File: config.mk
export PLATFORM = sky130hd
export DESIGN_NAME = ahb_burst_master_flat
export DESIGN_NICKNAME = d
export VERILOG_FILES = /design/src/rtl/ahb_pkg.sv /design/src/rtl/ahb_burst_master_if.sv /design/src/rtl/ahb_burst_master.sv /design/src/flat_wrapper.sv
export SDC_FILE = /design/constraint.sdc
export NUM_CORES = 1
export LEC_CHECK = 0
export CORE_MARGIN = 8
export CORE_UTILIZATION = 32
export CTS_CLUSTER_DIAMETER = 40
export DETAILED_ROUTE_END_ITERATION = 10
export PLACE_DENSITY_LB_ADDON = 0.2
export SLEW_MARGIN = 20
export SYNTH_ARGS = -nofsm -noshare
export SYNTH_HDL_FRONTEND = slang
export SYNTH_SLANG_ARGS = --single-unit
File: constraint.sdc
create_clock -name hclk -period 4.95 [get_ports hclk]
set_clock_uncertainty 0.05 [all_clocks]
set_input_delay 0.99 -clock hclk [delete_from_list [all_inputs] [get_ports hclk]]
set_output_delay 0.99 -clock hclk [all_outputs]
set_load 0.02 [all_outputs]
File: src/rtl/ahb_pkg.sv
`default_nettype none
// ============================================================================
// Module   : ahb_pkg
// Purpose  : AHB-Lite encodings and burst-master state/helper definitions.
// Revision : 1.0 - initial release
// ============================================================================
package ahb_pkg;

    localparam logic [1:0] HTRANS_IDLE = 2'b00;
    localparam logic [1:0] HTRANS_BUSY = 2'b01;
    localparam logic [1:0] HTRANS_NSEQ = 2'b10;
    localparam logic [1:0] HTRANS_SEQ  = 2'b11;

    localparam logic [2:0] HBURST_SINGLE = 3'b000;
    localparam logic [2:0] HBURST_INCR4  = 3'b011;
    localparam logic [2:0] HBURST_INCR8  = 3'b101;
    localparam logic [2:0] HBURST_INCR16 = 3'b111;

    localparam logic [1:0] HRESP_OKAY  = 2'b00;
    localparam logic [1:0] HRESP_ERROR = 2'b01;

    localparam logic [2:0] HSIZE_WORD = 3'b010;

    typedef enum logic [1:0] {
        ST_IDLE = 2'd0,
        ST_ADDR = 2'd1,
        ST_DATA = 2'd2,
        ST_ERR  = 2'd3
    } state_e;

    // Unsupported burst codes collapse to SINGLE so the bus never sees them.
    function automatic logic [2:0] burst_norm(input logic [2:0] code);
        case (code)
            HBURST_INCR4, HBURST_INCR8, HBURST_INCR16: return code;
            default:                                   return HBURST_SINGLE;
        endcase
    endfunction

    function automatic logic [4:0] burst_beats(input logic [2:0] code);
        case (code)
            HBURST_INCR4:  return 5'd4;
            HBURST_INCR8:  return 5'd8;
            HBURST_INCR16: return 5'd16;
            default:       return 5'd1;
        endcase
    endfunction

endpackage
`default_nettype wire

File: src/rtl/ahb_burst_master_if.sv
`default_nettype none
// ============================================================================
// Module   : ahb_burst_master_if
// Purpose  : AHB-Lite master/slave signal bundle.
// Revision : 1.0 - initial release
// ============================================================================
interface ahb_burst_master_if #(
    parameter int ADDR_W = 32,
    parameter int DATA_W = 32
);
    logic [1:0]        htrans;
    logic [ADDR_W-1:0] haddr;
    logic              hwrite;
    logic [2:0]        hsize;
    logic [2:0]        hburst;
    logic [DATA_W-1:0] hwdata;
    logic              hready;
    logic [1:0]        hresp;
    logic [DATA_W-1:0] hrdata;

    modport master (
        output htrans, haddr, hwrite, hsize, hburst, hwdata,
        input  hready, hresp, hrdata
    );

    modport slave (
        input  htrans, haddr, hwrite, hsize, hburst, hwdata,
        output hready, hresp, hrdata
    );
endinterface
`default_nettype wire

File: src/rtl/ahb_burst_master.sv
`default_nettype none
// ============================================================================
// Module   : ahb_burst_master
// Purpose  : Command-driven AHB-Lite master issuing SINGLE/INCR4/8/16 bursts.
// Revision : 1.0 - initial release
// ============================================================================
module ahb_burst_master
    import ahb_pkg::*;
#(
    parameter int ADDR_W = 32,
    parameter int DATA_W = 32
) (
    input  logic              hclk,
    input  logic              hresetn,
    input  logic              cmd_valid,
    output logic              cmd_ready,
    input  logic              cmd_write,
    input  logic [ADDR_W-1:0] cmd_addr,
    input  logic [2:0]        cmd_burst,
    input  logic [DATA_W-1:0] wr_data,
    output logic              wr_pop,
    output logic              rd_valid,
    output logic [DATA_W-1:0] rd_data,
    output logic              done,
    output logic              err,
    ahb_burst_master_if.master bus
);

    state_e            r_state;
    state_e            w_state_next;
    logic              r_first;
    logic              r_hwrite;
    logic              r_dph_valid;
    logic [2:0]        r_hburst;
    logic [4:0]        r_addr_left;
    logic [ADDR_W-1:0] r_haddr;
    logic [DATA_W-1:0] r_hwdata;
    logic              r_rd_valid;
    logic [DATA_W-1:0] r_rd_data;
    logic              r_done;
    logic              r_err;

    logic w_accept;
    logic w_addr_acc;
    logic w_dph_done;
    logic w_err_first;

    assign cmd_ready   = (r_state == ST_IDLE);
    assign w_accept    = cmd_valid & cmd_ready;
    assign w_addr_acc  = (r_state == ST_ADDR) & bus.hready;
    assign w_dph_done  = r_dph_valid & bus.hready;
    // First cycle of the two-cycle ERROR response: slave stalls with ERROR.
    assign w_err_first = r_dph_valid & ~bus.hready & (bus.hresp == HRESP_ERROR);
    assign wr_pop      = w_addr_acc & r_hwrite;

    always_ff @(posedge hclk or negedge hresetn) begin
        if (!hresetn) r_state <= ST_IDLE;
        else          r_state <= w_state_next;
    end

    always_comb begin
        w_state_next = r_state;
        bus.htrans   = HTRANS_IDLE;
        case (r_state)
            ST_IDLE: if (cmd_valid) w_state_next = ST_ADDR;
            ST_ADDR: begin
                bus.htrans = r_first ? HTRANS_NSEQ : HTRANS_SEQ;
                if (w_err_first)                             w_state_next = ST_ERR;
                else if (w_addr_acc && r_addr_left == 5'd1)  w_state_next = ST_DATA;
            end
            ST_DATA: begin
                if (w_err_first)     w_state_next = ST_ERR;
                else if (w_dph_done) w_state_next = ST_IDLE;
            end
            ST_ERR:  w_state_next = ST_IDLE;
            default: w_state_next = ST_IDLE;
        endcase
    end

    always_ff @(posedge hclk or negedge hresetn) begin
        if (!hresetn) begin
            r_first     <= 1'b0;
            r_hwrite    <= 1'b0;
            r_dph_valid <= 1'b0;
            r_hburst    <= HBURST_SINGLE;
            r_addr_left <= 5'd0;
            r_haddr     <= '0;
            r_hwdata    <= '0;
            r_rd_valid  <= 1'b0;
            r_rd_data   <= '0;
            r_done      <= 1'b0;
            r_err       <= 1'b0;
        end else begin
            if (w_accept) begin
                r_first     <= 1'b1;
                r_hwrite    <= cmd_write;
                r_hburst    <= burst_norm(cmd_burst);
                r_addr_left <= burst_beats(burst_norm(cmd_burst));
                r_haddr     <= cmd_addr & ~ADDR_W'(3);
            end else if (w_addr_acc) begin
                r_first     <= 1'b0;
                r_addr_left <= r_addr_left - 5'd1;
                r_haddr     <= r_haddr + ADDR_W'(4);
            end

            // Outstanding data phase follows each accepted address phase; an
            // ERROR cancels it so the erroring beat never reports read data.
            if (w_err_first)       r_dph_valid <= 1'b0;
            else if (bus.hready)   r_dph_valid <= w_addr_acc;

            if (wr_pop) r_hwdata <= wr_data;

            r_rd_valid <= w_dph_done & ~r_hwrite;
            if (w_dph_done && !r_hwrite) r_rd_data <= bus.hrdata;

            r_done <= ((r_state == ST_DATA) && w_dph_done) || (r_state == ST_ERR);
            r_err  <= (r_state == ST_ERR);
        end
    end

    assign bus.haddr  = r_haddr;
    assign bus.hwrite = r_hwrite;
    assign bus.hsize  = HSIZE_WORD;
    assign bus.hburst = r_hburst;
    assign bus.hwdata = r_hwdata;
    assign rd_valid   = r_rd_valid;
    assign rd_data    = r_rd_data;
    assign done       = r_done;
    assign err        = r_err;

endmodule
`default_nettype wire

File: src/flat_wrapper.sv
// flat-port wrapper written by rule: the top's interface ports become plain ports
module ahb_burst_master_flat import ahb_pkg::*;
#(
    parameter int ADDR_W = 32,
    parameter int DATA_W = 32
)
  (hclk, hresetn, cmd_valid, cmd_ready, cmd_write, cmd_addr, cmd_burst, wr_data, wr_pop, rd_valid, rd_data, done, err, bus_htrans, bus_haddr, bus_hwrite, bus_hsize, bus_hburst, bus_hwdata, bus_hready, bus_hresp, bus_hrdata);
  ahb_burst_master_if #(.ADDR_W(ADDR_W), .DATA_W(DATA_W)) bus_i ();
  input  logic hclk;
  input  logic hresetn;
  input  logic cmd_valid;
  output logic cmd_ready;
  input  logic cmd_write;
  input  logic [ADDR_W-1:0] cmd_addr;
  input  logic [2:0] cmd_burst;
  input  logic [DATA_W-1:0] wr_data;
  output logic wr_pop;
  output logic rd_valid;
  output logic [DATA_W-1:0] rd_data;
  output logic done;
  output logic err;
  output wire logic [$bits(bus_i.htrans)-1:0] bus_htrans;
  output wire logic [$bits(bus_i.haddr)-1:0] bus_haddr;
  output wire logic [$bits(bus_i.hwrite)-1:0] bus_hwrite;
  output wire logic [$bits(bus_i.hsize)-1:0] bus_hsize;
  output wire logic [$bits(bus_i.hburst)-1:0] bus_hburst;
  output wire logic [$bits(bus_i.hwdata)-1:0] bus_hwdata;
  input wire logic [$bits(bus_i.hready)-1:0] bus_hready;
  input wire logic [$bits(bus_i.hresp)-1:0] bus_hresp;
  input wire logic [$bits(bus_i.hrdata)-1:0] bus_hrdata;
  assign bus_htrans = bus_i.htrans;
  assign bus_haddr = bus_i.haddr;
  assign bus_hwrite = bus_i.hwrite;
  assign bus_hsize = bus_i.hsize;
  assign bus_hburst = bus_i.hburst;
  assign bus_hwdata = bus_i.hwdata;
  assign bus_i.hready = bus_hready;
  assign bus_i.hresp = bus_hresp;
  assign bus_i.hrdata = bus_hrdata;
  ahb_burst_master #(.ADDR_W(ADDR_W), .DATA_W(DATA_W)) u_core (.hclk(hclk), .hresetn(hresetn), .cmd_valid(cmd_valid), .cmd_ready(cmd_ready), .cmd_write(cmd_write), .cmd_addr(cmd_addr), .cmd_burst(cmd_burst), .wr_data(wr_data), .wr_pop(wr_pop), .rd_valid(rd_valid), .rd_data(rd_data), .done(done), .err(err), .bus(bus_i));
endmodule
Word-level counts from Yosys, hierarchy flattened. Cells that the tools add are included.

Logic and storage cells: 66. Flip-flop bits (word level): 112. Output and inout bits: 110.

Equality and inequality tests: 14. Bitwise gates (word level): 9. Add/subtract/negate cells: 2. Muxes and demuxes: 19. Reductions and logical operators: 10.

Operator list (count): $mux 32 (2); $add 32x3->32 const B (1); $pmux 5 s3 (1); $eq 3x3->1 const B (4); $mux 2 (6); $mux 5 (2); $pmux 2 s4 (1); $and 1x1->1 (7); $eq 3x2->1 const B (2); $mux 3 (2); $eq 5x1->1 const B (1); $mux 1 (5); $sub 5x1->5 const B (1); $eq 2x1->1 const B (2); $eq 2x2->1 const B (2); $reduce_bool 2->1 (2); $logic_and 1x1->1 (3); $ne 3x1->1 const B (1); $ne 3x2->1 const B (1); $reduce_and 3->1 (1); $reduce_or 3->1 (1); $logic_not 2->1 (1); $ne 2x2->1 const B (1); $not 1->1 (2); 2 further kinds (2).

Longest topological paths before layout. Gate-level depths: netlist of the first run.

Word-level depth: 7. Depth in mapped cells: 6. Gate-level depth less buffers: 6.

Worst setup path before layout of the first run. No wires, ideal clock.

Path type: input port to output port. Start point: input port bus_hready. End point: output port wr_pop. Arrival time: 1879 ps. Required time: 3910 ps. Setup slack: 2031 ps. Buffers on the path: 2. Stages: 5. Path through: and3b_1 > buf_2 > nand2_1 > buf_2 > inv_1.

Cells in the longest elaborated chain, start to end: 2.

Ends and longest elaborated chain: start: declaration (line flat_wrapper.sv:28) `input wire logic [$bits(bus_i.hready)-1:0] bus_hready;`; $and 1x1->1 (line ahb_burst_master.sv:50) `assign w_addr_acc = (r_state == ST_ADDR) & bus.hready;`; $and 1x1->1 (line ahb_burst_master.sv:54) `assign wr_pop = w_addr_acc & r_hwrite;`; end: declaration (line flat_wrapper.sv:17) `output logic wr_pop;`.

No other way between the ends.

Worst setup path after layout of the first run. Ends and elaborated chain as after synthesis.

==> results of run 1 <==
## tightest hold or removal path, cell delays in order, from the launching register on
cell	delay, ns
dfrtp_1	0.35
nand2_1	0.05
nand2_1	0.05
## power groups by stage
stage	clock network, mW	logic (mW)	registers [mW]
after CTS	0.862	2.49	1.70
after global routing	0.892	2.62	1.77
final	0.833	2.44	1.70
after global placement	0	2.45	1.69
after detailed placement	0	2.48	1.72
after floorplan	0	0.795	2.14
## routing by layer
layer | GRT usage, % | routed length [um] | vias to the layer above
li1 | - | - | 1903
met1 | 19.57 | 6776 | 1928
met2 | 23.45 | 6774 | 167
met3 | 5.301 | 1117 | 11
met4 | 4.506 | 161 | 0
met5 | 0 | 0 | -
## state kept, by name (all words and copies together), names as in the netlist
| signal | cells |
|---|---|
| u_core.r_first | 1 |
| u_core.bus.hburst | 3 |
| u_core.rd_data | 32 |
| u_core.r_addr_left | 5 |
| u_core.done | 1 |
| u_core.bus.hwdata | 32 |
| u_core.bus.haddr | 30 |
| u_core.rd_valid | 1 |
| u_core.r_state | 2 |
| u_core.err | 1 |
| u_core.bus.hwrite | 1 |
| u_core.r_dph_valid | 1 |
## through the flow
step | setup WS, ns | hold slack, ns
floorplan | 2.031 | 0.3977
global placement | 1.121 | 0.4187
detailed placement | 1.117 | 0.4206
CTS | 1.122 | 0.4407
global route | 1.048 | 0.4684
finish | 1.138 | 0.4355
## area by class of cell
cell class	instances	area (um^2)	area share, %
multi-input combinational	272	1968	26.35
inverter	10	37.54	0.5025
clock inverter	6	108.9	1.457
tap	188	235.2	3.149
clock buffer	10	239.0	3.199
timing repair buffer	214	2128	28.49
sequential	110	2753	36.85
## Yosys cell counts, drive strengths merged
| cell | instances | area share [%] |
|---|---|---|
| dfrtp | 110 | 57 |
| mux2 | 64 | 15 |
| nand2 | 31 | 2.4 |
| nor2 | 24 | 1.9 |
| o21ai | 20 | 2.1 |
| a31oi | 18 | 2.3 |
| clkbuf | 15 | 1.2 |
| o31ai | 15 | 2.3 |
| or4 | 14 | 2.2 |
| nand4 | 11 | 1.4 |
| buf | 10 | 1.3 |
| inv | 10 | 0.77 |
| nand3 | 10 | 1.0 |
| xnor2 | 7 | 1.3 |
| or3 | 6 | 0.77 |
| and3 | 4 | 0.52 |
| xor2 | 4 | 0.72 |
| a21oi | 3 | 0.31 |
| and2 | 3 | 0.39 |
| and4 | 3 | 0.54 |
| ha | 3 | 0.77 |
| nor4 | 3 | 0.39 |
| o22ai | 3 | 0.39 |
| a311oi | 2 | 0.36 |
| conb | 2 | 0.15 |
| nand2b | 2 | 0.26 |
| nor2b | 2 | 0.26 |
| nor3 | 2 | 0.21 |
| nor3b | 2 | 0.31 |
| o221a | 2 | 0.46 |
| a211oi | 1 | 0.15 |
| a21o | 1 | 0.15 |
| and3b | 1 | 0.18 |
| mux2i | 1 | 0.21 |
| nand3b | 1 | 0.15 |
| nand4b | 1 | 0.18 |
| o32ai | 1 | 0.18 |
| o41a | 1 | 0.23 |
| or2 | 1 | 0.13 |
## kinds of logic after synthesis
family,Yosys count
and+or+nand+nor,121
DFF,110
AOI/OAI and AO/OA,67
muxes,65
buffers and inverters,35
xor gates and xnor gates,11
adders and majority gates,3
other,2
## worst max-delay path by stage
stage / from / endpoint
2_1_floorplan: bus_hready / wr_pop
3_3_place_gp: bus_hready / wr_pop
3_5_place_dp: bus_hready / wr_pop
4_1_cts: bus_hready / wr_pop
5_1_grt: bus_hready / wr_pop
6_report: bus_hready / wr_pop
==> results.json, run 1 <==
{
  "crit_arrival_ns": 2.77,
  "layout_common_cells": "clkdlybuf4s50_1, dfrtp_1, mux2_2",
  "worst_pin_slew_ns": 0.9438,
  "fin_util_pct": 49.69,
  "worst_setup_path_end_kind": "output pin",
  "crit_top_cell": "clkdlybuf4s50_1",
  "fp.dieW_um": 139.2,
  "path_clk_slew_ns": 0.08,
  "grt_pass1_vias": 4137,
  "synthMuxAreaShare_pct": 15.04,
  "via_per_inst": 4.949,
  "p_leak_nw": 2.999,
  "grt_pass1_wl_um": 23240,
  "switching_share_pct": 37.89,
  "start_util_pct": 32.31,
  "placed_area_um2": 7118,
  "power_density_nw_per_um2": 666.5,
  "crit_path_start_kind": "input port",
  "synth_seq_area_share_pct": 56.67,
  "combPwrFrac_pct": 49.1,
  "crit_fanout": 13,
  "cp_data_required_time_ns": 3.91,
  "worstHoldPathCells": 2,
  "finalHoldViolations": 0,
  "wl_per_cell_um": 18.31,
  "crit_chain": "clkdlybuf4s50_1 > and3b_1 > buf_4 > nand2_1 > inv_1 > clkdlybuf4s50_1",
  "clk_latency_ns": 0.35,
  "synth_xor_area_share_pct": 1.984,
  "fp.coreArea_um2": 15030,
  "cts_resized": 0,
  "status": "finished, final reports clean",
  "min_from": "u_core.r_first",
  "routed_wl_um": 14830,
  "syn_to_final_growth_pct": 53.79,
  "dp_hpwl_um": 11300,
  "cp_num_cells": 6,
  "dieHeight_um": 139.2,
  "antenna_found_initial": 0,
  "synthAdderAreaFrac_pct": 0.7728,
  "firstDrtPassIters": 7,
  "setup_violations": 0,
  "overflow": 0,
  "stdcell_area_um2": 7470,
  "syn_avg_cell_area_um2": 11.73,
  "n_fill_cell": 1319,
  "hp-class": "register to register",
  "fin_tns_setup_ns": 0,
  "maxSlewViolCount": 0,
  "synth_cell_types": 41,
  "slowest_delay_ns": 0.64,
  "cts_max_path_buffers": 2,
  "syn-cell-area_um2": 4857,
  "maxCapViolations": 0,
  "root_buffer": "clkbuf_16",
  "slew_headroom_pct": 36.93,
  "ant_nets": 0,
  "rsz0062_at_grt": "no",
  "fin_cells": 810,
  "min_period_ns": 3.812,
  "io_pins": 216,
  "synth_top_family_by_area": "multiplexers",
  "synth_seq_cells": 110,
  "synth-simple-area-share_pct": 13.14,
  "fin_nets": 726,
  "path_buf_inv": 4,
  "cts.htree.levels": 3,
  "cp_top_family": "buffers and inverters",
  "p_clk_share_pct": 16.7,
  "grt_max_degree": 83,
  "worst-r2r-setup-slack_ns": 2.59,
  "gp_congestion": 0.8279,
  "cts_setup_buffers": 0,
  "die-area_um2": 19380,
  "cts_sinks": 110,
  "synth-compound-area-share_pct": 8.939,
  "final_common_cell": "clkdlybuf4s50_1",
  "p_int_mw": 3.092,
  "p_switching_mw": 1.886,
  "drc": 0,
  "drive_gt1_share_pct": 14.79,
  "cts_buffers": 9,
  "synthCells": 414,
  "min_to": "u_core.r_first",
  "r2r_cells": 4,
  "gr-usage-all-layers_pct": 15.16,
  "cp_slowest_cell": "clkdlybuf4s50_1",
  "ir_drop_mv": 0.2235,
  "drt_iter0_drc": 202,
  "cts_hold_buf": 0,
  "port-buffer-count": 208,
  "r2r-end": "u_core.bus.haddr[31]",
  "vias": 4009,
  "p_total_mw": 4.978,
  "crit_type": "input port to output pin",
  "placementRows": 45,
  "n_antenna_cell": 0,
  "power_frac_seq_pct": 34.2,
  "yosysWarningCount": 0,
  "dp_cells": 794,
  "period_share_pct": 77.00,
  "timing.rr.start": "u_core.bus.haddr[7]",
  "cts_tree": "yes",
  "fmax_mhz": 262.4
}
(Power assumes the default switching activity.)
==> inputs of run 2 (changes only) <==
Clock period 4.95 ns to 3.15 ns, I/O delays scaled along.
==> run 2 against run 1 <==
  * Clock-buffer cell count increased by 1
  * Sequential share of layout area shrank 0.12 points
  * First-iteration DRC count is 9.4% higher
  * Sequential cell count stayed put
  * Hold slack worse by 0.15 ns
  * Sequential power is 58% higher
  * Power increased by 55%
  * Utilization is 0.17 points higher
  * Global-route usage increased by 0.60 points
  * Cell count up 0.62%
  * Clock power increased by 38%
  * Highest routed layer unchanged
  * Cell area is 0.34% higher
==> results.json, run 2 (synthesis gave the netlist of run 1 again) <==
{
  "status": "finished, final reports clean",
  "routed_wl_um": 15170,
  "fp.coreArea_um2": 15030,
  "crit_path_start_kind": "input port",
  "ir_drop_mv": 0.4068,
  "p_switching_mw": 2.998,
  "dp_hpwl_um": 11640,
  "period_share_pct": 89.30,
  "layout_common_cells": "clkdlybuf4s50_1, dfrtp_1, mux2_2",
  "p_int_mw": 4.737,
  "n_antenna_cell": 0,
  "vias": 4094,
  "path_clk_slew_ns": 0.07,
  "min_period_ns": 2.813,
  "met1_length_um": 6984,
  "worst_setup_path_end_kind": "output pin",
  "r2r-end": "u_core.bus.haddr[28]",
  "die-area_um2": 19380,
  "start_util_pct": 32.31,
  "power_frac_seq_pct": 34.7,
  "dieHeight_um": 139.2,
  "p_total_mw": 7.735,
  "firstDrtPassIters": 4,
  "finalHoldViolations": 0,
  "clk_latency_ns": 0.35,
  "dr_wl_met3_um": 1001,
  "crit_fanout": 2,
  "cts_sinks": 110,
  "drt_iter0_drc": 221,
  "preCtsSetupSlack_ns": 0.3203,
  "cts.htree.levels": 3,
  "ant_nets": 0,
  "grt_pass1_vias": 4152,
  "cts_buffers": 9,
  "grt_max_degree": 57,
  "gr-usage-all-layers_pct": 15.76,
  "maxUsedRoutingLayer": "met4",
  "fmax_mhz": 355.5,
  "io_pins": 216,
  "register_area_um2": 2753,
  "fin_util_pct": 49.85,
  "wl_met2_um": 6993,
  "worst-r2r-setup-slack_ns": 0.80,
  "combPwrFrac_pct": 50.4,
  "p_leak_nw": 3.005,
  "drive_gt1_share_pct": 15.31,
  "root_buffer": "clkbuf_16",
  "syn_to_final_growth_pct": 54.30,
  "antenna_found_initial": 0,
  "maxSlewViolCount": 0,
  "switching_share_pct": 38.76,
  "cts_max_path_buffers": 2,
  "via_per_inst": 5.023,
  "crit_arrival_ns": 2.13,
  "drc": 0,
  "p_clk_share_pct": 14.9,
  "n_fill_cell": 1313,
  "setup.worst_path.start": "bus_hready",
  "rsz0062_at_grt": "no",
  "fin_nets": 731,
  "setup_ws_ns": 0.3371,
  "cts_tree": "yes",
  "fp.dieW_um": 139.2,
  "r2r_cells": 4,
  "port-buffer-count": 208,
  "overflow": 0,
  "cts_resized": 0,
  "hp-class": "input port to asynchronous set/reset pin",
  "timing.rr.start": "u_core.bus.haddr[7]",
  "setup_violations": 0,
  "final_common_cell": "clkdlybuf4s50_1",
  "gp_congestion": 0.8306,
  "crit_type": "input port to output pin",
  "power_density_nw_per_um2": 1032,
  "cp_data_required_time_ns": 2.47,
  "cts_setup_buffers": 0,
  "slew_headroom_pct": 51.74,
  "fin_tns_setup_ns": 0,
  "wl_per_cell_um": 18.61,
  "cts_hold_buf": 0,
  "worst_pin_slew_ns": 0.7239,
  "multi_input_area_um2": 1968,
  "placementRows": 45,
  "grt_pass1_wl_um": 24040,
  "crit_path_end": "wr_pop",
  "maxCapViolations": 0
}
[run 2: changes by cell type in the layout (fill, tap and decap cells not counted), sizes merged]
cell and change:
buf +5, bufinv -2, clkinvlp +2, clkbuf +1
clkinv -1
[run 2: worst max-delay path: stages]
cell	delay, ns
clkdlybuf4s50_1	0.49
and3b_1	0.19
nand2_1	0.11
inv_1	0.08
clkdlybuf4s50_1	0.63
[run 2: worst min-delay path by stage]
stage / startpoint / to / cells after the start
3_5_place_dp: u_core.r_first / u_core.r_first / 2
5_1_grt: hresetn / u_core.rd_data[15] / 1
4_1_cts: hresetn / u_core.rd_data[0] / 1
6_report: hresetn / u_core.rd_data[15] / 1
2_1_floorplan: hresetn / u_core.bus.haddr[10] / 0
3_3_place_gp: u_core.r_first / u_core.r_first / 2
[run 2: cell type report]
type	instances	area share (%)
sequential	110	36.73
timing repair buffer	219	29.35
multi-input combinational	272	26.26
clock buffer	11	3.239
tap	188	3.139
clock inverter	5	0.7846
inverter	10	0.5008
[run 2: power groups by stage]
stage / registers (mW) / logic [mW] / clock network [mW]
6_report: 2.68 / 3.90 / 1.15
5_1_grt: 2.79 / 4.18 / 1.25
4_1_cts: 2.69 / 3.97 / 1.19
3_5_place_dp: 2.70 / 3.96 / 0
3_3_place_gp: 2.66 / 3.90 / 0
2_1_floorplan: 3.37 / 1.25 / 0
[run 2: per-stage QoR]
stage | hold slack [ns] | cell area (um^2) | std cells
after global placement | 0.4179 | 7193 | 799
after floorplan | 0.2844 | 4868 | 417
after detailed placement | 0.4161 | 7193 | 799
after CTS | 0.3026 | 7495 | 815
after global routing | 0.3497 | 7495 | 815
final | 0.2867 | 7495 | 815
[run 2: metal layers]
layer  global-route usage [%]  up-vias
met5                        0        -
met4                    5.026        0
met1                    20.12     2002
met2                    24.93      169
li1                         -     1910
met3                    4.957       13
==> inputs of run 3 (changes only) <==
Settings changed: CORE_UTILIZATION 32 to 38, GPL_ROUTABILITY_DRIVEN from default to 0.
==> run 3 against run 2 <==
  * Cell area down 0.62%
  * Utilization up 9.4 points
  * Power down 0.55%
==> results.json, run 3 (synthesis gave the netlist of run 1 again) <==
{
  "cts_sinks": 110,
  "final_common_cell": "clkdlybuf4s50_1",
  "status": "finished, final reports clean",
  "ir_drop_mv": 0.4938,
  "maxSlewViolCount": 0,
  "drc": 0,
  "cts_buffers": 9,
  "fin_util_pct": 59.26,
  "fp.dieW_um": 129.1,
  "drt_iter0_drc": 281,
  "clk_latency_ns": 0.34,
  "cts_max_path_buffers": 2,
  "port-buffer-count": 208,
  "root_buffer": "clkbuf_16",
  "crit_fanout": 2,
  "min_period_ns": 2.820,
  "setup_violations": 0,
  "overflow": 0,
  "dieHeight_um": 129.1,
  "drive_gt1_share_pct": 14.90,
  "fp.coreArea_um2": 12570,
  "fin_nets": 728,
  "die-area_um2": 16660,
  "path_clk_slew_ns": 0.07,
  "gr-usage-all-layers_pct": 17.45,
  "cp_data_required_time_ns": 2.47,
  "period_share_pct": 89.54,
  "maxCapViolations": 0,
  "fin_tns_setup_ns": 0,
  "worst_setup_path_end_kind": "output pin",
  "fmax_mhz": 354.6,
  "crit_path_start_kind": "input port",
  "routed_wl_um": 14770,
  "cts.htree.levels": 3,
  "cts_resized": 0,
  "worst-r2r-setup-slack_ns": 0.82,
  "cts_tree": "yes",
  "layout_common_cells": "clkdlybuf4s50_1, dfrtp_1, mux2_2",
  "power_density_nw_per_um2": 1033,
  "grt_pass1_vias": 4098,
  "hp-class": "input port to asynchronous set/reset pin",
  "n_fill_cell": 1046,
  "slew_headroom_pct": 47.83,
  "cts_hold_buf": 0,
  "crit_arrival_ns": 2.14,
  "antenna_found_initial": 1,
  "worst_pin_slew_ns": 0.7826,
  "ant_nets": 0,
  "io_pins": 216,
  "firstDrtPassIters": 4,
  "start_util_pct": 38.65,
  "n_antenna_cell": 0,
  "crit_type": "input port to output pin",
  "grt_pass1_wl_um": 22830,
  "cts_setup_buffers": 0,
  "vias": 4087,
  "syn_to_final_growth_pct": 53.35,
  "wl_per_cell_um": 18.56,
  "finalHoldViolations": 0,
  "p_leak_nw": 2.993,
  "grt_max_degree": 62,
  "placementRows": 41,
  "rsz0062_at_grt": "no",
  "dp_hpwl_um": 11190,
  "via_per_inst": 5.134
}
run 3: worst max-delay path, cell delays in order:
cell	delay, ns
clkdlybuf4s50_1	0.49
and3b_1	0.18
nand2_1	0.09
inv_1	0.07
clkdlybuf4s50_1	0.67
run 3: metal layers:
metal | track usage [%] | vias up | routed length, um
met4 | 4.838 | 2 | 162
met2 | 28.20 | 187 | 6889
met3 | 5.464 | 14 | 1370
li1 | - | 1917 | -
met1 | 22.10 | 1967 | 6330
met5 | 0 | - | 20
run 3: path summary, 6_finish.rpt:
path / startpoint / endpoint / depth (start not counted)
worst min-delay path: hresetn / u_core.rd_data[0] / 1
worst max-delay path: bus_hready / wr_pop / 5
max in group asynchronous: hresetn / u_core.bus.haddr[31] / 2
worst max register to register: u_core.bus.haddr[8] / u_core.bus.haddr[26] / 4
worst min register to register: u_core.r_first / u_core.r_first / 2
min in group hclk: u_core.r_first / u_core.r_first / 2
run 3: power by group:
| group | leakage [nW] | internal [mW] | total [mW] | switching (mW) |
|---|---|---|---|---|
| Combinational | 1.55 | 1.98 | 3.89 | 1.91 |
| Clock | 0.143 | 0.624 | 1.15 | 0.522 |
| Sequential | 1.30 | 2.11 | 2.65 | 0.547 |
run 3: layout make-up:
class                           instances  area [um^2]  area share (%)
Sequential cell                       110         2753           36.96
Inverter                               10        37.54          0.5039
Multi-Input combinational cell        272         1968           26.42
Clock buffer                           10        229.0           3.074
Clock inverter                          6        68.82          0.9239
Tap cell                              172        215.2           2.889
Timing Repair Buffer                  216         2177           29.23
run 3: metrics by stage:
step	hold WS (ns)	power, mW	instances	area [um^2]	setup WS [ns]
final	0.3070	7.693	796	7448	0.3296
after global routing	0.3727	8.171	796	7448	0.2648
after CTS	0.3345	7.782	796	7448	0.3036
after detailed placement	0.4146	6.612	780	7151	0.3039
after global placement	0.4133	6.520	780	7151	0.3012
after floorplan	0.2844	4.615	417	4868	0.9505
